<file path="src/rtl/wb_regfile_scoreboard.sv">
// wb_regfile_scoreboard
//
// Write-back end of the datapath. It holds a 32 x DATA_W register file that
// takes destination writes from two producers, memory and ALU. Memory has
// fixed priority, and at most one array write happens per cycle. A scoreboard
// tracks which destinations are still in flight. Decode is told to stall on a
// RAW hazard (a source operand is pending) or a WAW hazard (the new
// destination is pending).
//
// Ports
//   clk, reset              rising-edge clock, synchronous active-high reset
//   rs_addr/rt_addr         operand read addresses
//   rs_used/rt_used         operand is actually consumed by the decoding instr
//   rs_data/rt_data         combinational read data, bypassed from the write
//   iss_valid/iss_reg       decode issues an instruction writing iss_reg
//   stall                   hazard detected, decode must hold
//   alu_wvalid/wreg/wdata   ALU write-back request, alu_wready handshake
//   mem_wvalid/wreg/wdata   memory write-back request, mem_wready handshake
//   busy_mask               registered scoreboard, bit n = reg n pending

module wb_regfile_scoreboard #(
  parameter int DATA_W = 32
) (
  input  logic              clk,
  input  logic              reset,
  input  logic [4:0]        rs_addr,
  input  logic [4:0]        rt_addr,
  input  logic              rs_used,
  input  logic              rt_used,
  output logic [DATA_W-1:0] rs_data,
  output logic [DATA_W-1:0] rt_data,
  input  logic              iss_valid,
  input  logic [4:0]        iss_reg,
  output logic              stall,
  input  logic              alu_wvalid,
  input  logic [4:0]        alu_wreg,
  input  logic [DATA_W-1:0] alu_wdata,
  output logic              alu_wready,
  input  logic              mem_wvalid,
  input  logic [4:0]        mem_wreg,
  input  logic [DATA_W-1:0] mem_wdata,
  output logic              mem_wready,
  output logic [31:0]       busy_mask
);

  localparam int NREG = 32;

  logic [DATA_W-1:0] regs [NREG];
  logic [NREG-1:0]   busy;

  logic              wr_en;
  logic              wr_hit;
  logic [4:0]        wr_reg;
  logic [DATA_W-1:0] wr_data;
  logic [NREG-1:0]   clr_mask;
  logic [NREG-1:0]   set_mask;
  logic [NREG-1:0]   eff_busy;

  // The memory path can always complete. The ALU path only completes when
  // memory is silent, so the write selected here is the single accepted one.
  assign mem_wready = 1'b1;
  assign alu_wready = !mem_wvalid;

  // Choose the one accepted write. A write to register 0 still completes its
  // handshake, but wr_hit drops it so that it neither updates the array nor
  // touches the scoreboard.
  always_comb begin
    wr_en   = mem_wvalid || alu_wvalid;
    wr_reg  = mem_wvalid ? mem_wreg  : alu_wreg;
    wr_data = mem_wvalid ? mem_wdata : alu_wdata;
    wr_hit  = wr_en && (wr_reg != 5'd0);
  end

  // A write that completes this cycle already resolves its hazard. Its busy
  // bit is therefore masked out before the stall check.
  always_comb begin
    clr_mask = '0;
    if (wr_hit) clr_mask[wr_reg] = 1'b1;
    eff_busy = busy & ~clr_mask;
  end

  // Hazard check. Bit 0 of busy is never set, so register 0 cannot stall.
  // An issue is recorded only when it is not stalled.
  always_comb begin
    stall = iss_valid && ((rs_used && eff_busy[rs_addr]) ||
                          (rt_used && eff_busy[rt_addr]) ||
                          eff_busy[iss_reg]);
    set_mask = '0;
    if (iss_valid && !stall && (iss_reg != 5'd0)) set_mask[iss_reg] = 1'b1;
  end

  // Read ports. Register 0 is hard zero. A matching write in flight is
  // forwarded so that decode sees the value in the same cycle.
  always_comb begin
    if (rs_addr == 5'd0)                  rs_data = '0;
    else if (wr_hit && wr_reg == rs_addr) rs_data = wr_data;
    else                                  rs_data = regs[rs_addr];
  end

  always_comb begin
    if (rt_addr == 5'd0)                  rt_data = '0;
    else if (wr_hit && wr_reg == rt_addr) rt_data = wr_data;
    else                                  rt_data = regs[rt_addr];
  end

  // Array and scoreboard state. The set mask is OR-ed in after the clear
  // mask, so an issue wins over a same-cycle completion to the same register.
  always_ff @(posedge clk) begin
    if (reset) begin
      for (int i = 0; i < NREG; i++) regs[i] <= '0;
      busy <= '0;
    end else begin
      if (wr_hit) regs[wr_reg] <= wr_data;
      busy <= (busy & ~clr_mask) | set_mask;
    end
  end

  assign busy_mask = busy;

endmodule

</file>
<file path="config.mk">
export PLATFORM = sky130hd
export DESIGN_NAME = wb_regfile_scoreboard
export DESIGN_NICKNAME = d
export VERILOG_FILES = /design/src/rtl/wb_regfile_scoreboard.sv
export SDC_FILE = /design/constraint.sdc
export NUM_CORES = 2
export LEC_CHECK = 0
export CAP_MARGIN = 40
export CORE_ASPECT_RATIO = 1.4
export CORE_MARGIN = 2
export CORE_UTILIZATION = 45
export CTS_CLUSTER_SIZE = 25
export DETAILED_ROUTE_END_ITERATION = 6
export GPL_TIMING_DRIVEN = 0
export SETUP_SLACK_MARGIN = 0.15
export SLEW_MARGIN = 20
export SYNTH_ARGS = -nofsm -noshare
export SYNTH_HDL_FRONTEND = slang
export SYNTH_SLANG_ARGS = --single-unit
</file>
<file path="constraint.sdc">
create_clock -name clk -period 6 [get_ports clk]
set_input_delay 1.2 -clock clk [delete_from_list [all_inputs] [get_ports clk]]
set_output_delay 1.2 -clock clk [all_outputs]
set_load 0.01 [all_outputs]
</file>
==> flow_summary.yaml <==
finish:
  fill_cells: 10000
  layout_commonest_cell: "nor2_1"
  drive_gt1_frac: 0.282
  multi_input_area_um2: 23500
  layout_common_cells: "1130 x nor2_1, 1024 x edfxtp_1, 644 x mux4_2, 277 x clkbuf_1"
  synthToLayoutAreaGrowth_pct: 20.1
  layout.area.seq_um2: 31400
  final_core_util: 0.546
  nets: 4491
sta:
  tns_ns: 0
  max_slew_margin: 0.364
  fmax_mhz: 171
  worst_pin_slew_ns: 0.953
  setup_violations: 0
  skew_ns: 0.00443
  finalHoldViolCount: 0
  fin_crit_sh: 0.975
  grt_setup_unrepaired: "yes"
  period_needed_ns: 5.85
  slew_violations: 0
floorplanning:
  ios: 195
  die_h_um: 420
  start_util: 0.454
  die_area_um2: 127000
  design.core.area_um2: 123000
  rows: 152
  fp.dieW_um: 301
hold_path:
  hold_depth: 2
  min_to: "busy_mask[3]"
  min_from: "busy_mask[3]"
  hold_path.class: "flop to flop"
logic_synthesis:
  synth_seq_cells: 1056
  async_flop_share: 0
  ys_types: 82
  ys_seq_area_frac: 0.563
  netlist_area_um2: 55700
  yosys_most_used_dff: "edfxtp_1"
  yosys_warnings: 0
  syn_area_per_cell_um2: 14.4
  synthesis.instances: 3876
  synth_edf_count: 1024
clock_tree:
  numCtsBuffers: 102
  clkTransAtPathRegs_ns: 0.06
  hold_buffers: 0
  cts-root-buf: "clkbuf_16"
  cts_tree: "done"
  clockBufferDepth: 3
  cts.sinks: 1056
  htree_num_levels: 3
  insertion_delay_ns: 0.75
detailed_routing:
  dr.first_iter.drc_count: 5486
  drtAntennaViolNets: 0
  via_per_inst: 6.64
  wl_per_cell_um: 36.0
  drt_drc_violations_left: 0
  dr.pass1.iters: 5
  drt-total-wl_mm: 220
  via_count: 40600
pwr:
  internal_power_uw: 13500
  p_leak_uw: 0.0231
  ir_worst_vdd_mv: 0.224
  p_switching_uw: 4930
  power_density_nw_per_um2: 275
  switching_share: 0.268
  seqPwrFrac: 0.476
  clockPowerShare: 0.353
  p_comb_frac: 0.171
flow_run:
  cap_violations: 0
critical_path:
  cp.required_ns: 4.80
  worstPathArrival_ns: 4.65
  worst_setup_path_end_kind: "output port"
  cp-startpoint: "mem_wreg[0]"
  crit_chain: "clkdlybuf4s50_1, and3b_2, nor2_4, clkbuf_4, buf_6, o21a_1, a41o_1, o21ai_0, o211ai_1, a2111o_2, buf_2, o21a_1, clkdlybuf4s50_1"
  r2r-start: "busy_mask[31]"
  r2r-end: "busy_mask[10]"
  reg2reg_slack_ns: 3.49
  cp_top_family: "buffers and inverters"
  critPathMaxStageDelay_ns: 0.56
  critPathLaunchType: "input port"
  critPathMaxFanout: 10
  slowest_stage: "clkdlybuf4s50_1"
  crit_buf_inv: 5
  worstRegToRegCells: 8
  crit_type: "input port to output port"
placed_design:
  portBuffers: 185
  routabilityCongestion: 0.963
  hpwlAfterDp_mm: 168
global_routing:
  grt_first_pass_wirelength_mm: 303
  antenna_found_initial: 4
  grt_overflow: 0
  track_usage: 0.350
  grt_pass1_vias: 41400
  grt_max_degree: 33
status:
  outcome: "complete, no violations"
==> per-layer routing <==
layer,vias to the layer above,track usage,wire [um]
met5,-,0,11
met4,2,0.228,16900
met3,844,0.0790,22600
met2,2951,0.593,109000
met1,20900,0.398,71100
li1,15900,-,-
==> per-stage QoR <==
stage	area (um^2)	total power [uW]	setup WS, ns	std cells	hold WS (ns)
6_report	67000	18400	0.150	6105	0.554
5_1_grt	67000	18800	0.100	6100	0.593
4_1_cts	66800	18300	0.150	6091	0.551
3_5_place_dp	63000	11900	-1.28	5886	0.547
3_3_place_gp	59700	11700	-3.63	5709	0.530
2_1_floorplan	55900	10500	1.02	3907	0.514
==> state kept, by name (all words and copies together) (netlist names) <==
name	cells
busy_mask	32
regs	1024
==> Yosys cell counts (8+ instances only) <==
cell      count  area share
a21oi_1      74      0.0066
buf_1        72      0.0048
buf_2         9     0.00081
clkbuf_1    319       0.021
dfxtp_1      32       0.011
edfxtp_1   1024        0.55
inv_1        12     0.00081
mux2_2       36      0.0073
mux2i_1      41      0.0074
mux4_2      644        0.26
nand2_1     179       0.012
nand2b_1     16      0.0018
nand3_1      17      0.0015
nor2_1     1142       0.077
nor2b_1       8     0.00090
nor3_1       11     0.00099
o21ai_0      43      0.0039
o21ai_1       9     0.00081
o22ai_1      14      0.0016
o31ai_1      24      0.0032
o32ai_1       9      0.0014
==> kinds of logic after synthesis <==
kind of cell | count (synthesis) | synth area share
compound gates | 235 | 0.0278
simple gates | 1432 | 0.103
flops | 1056 | 0.563
buf+inv | 420 | 0.0292
other cells | 2 | 0.000135
mux | 721 | 0.275
xor+xnor | 10 | 0.00157
==> cell type report <==
cell class | instances | share of cell area
diodes | 5 | 0.000187
clock inverters | 65 | 0.00757
repair buffers | 384 | 0.0735
flip-flops and latches | 1056 | 0.469
inverters | 14 | 0.000785
clock buffers | 127 | 0.0405
multi-input cells | 2431 | 0.350
plain buffers | 406 | 0.0281
well taps | 1617 | 0.0302
==> worst reg2reg max path, stage by stage (launching register included) <==
cell and delay (ns):
dfxtp_1 0.46, o21ai_1 0.22, mux4_2 0.50, mux2_2 0.28, a22oi_1 0.27, a2111o_2 0.16
buf_4 0.14, buf_2 0.23, o31ai_1 0.13
==> power groups by stage <==
stage | Combinational [uW] | Clock (uW) | Sequential, uW
global placement | 2770 | 0 | 8920
global route | 3230 | 6750 | 8780
floorplan | 1670 | 0 | 8830
CTS | 3080 | 6480 | 8730
detailed placement | 3030 | 0 | 8890
finish | 3150 | 6500 | 8750
==> how the worst max path moves through the flow <==
stage | to | slack, ns | cells past startpoint
3_3_place_gp | regs[3][14] | -3.63 | 6
4_1_cts | rt_data[21] | 0.15 | 10
2_1_floorplan | rt_data[0] | 1.02 | 8
3_5_place_dp | rs_data[28] | -1.28 | 14
5_1_grt | stall | 0.10 | 11
6_report | stall | 0.15 | 13
==> timing repair <==
| action | in CTS | in global routing |
|---|---|---|
| setup buffers | 13 | 2 |
| resized for setup | 179 | 49 |
| pin swaps | 12 | 6 |
| setup endpoints to repair | 65 | 57 |
Power figures use the tool's default switching activity.
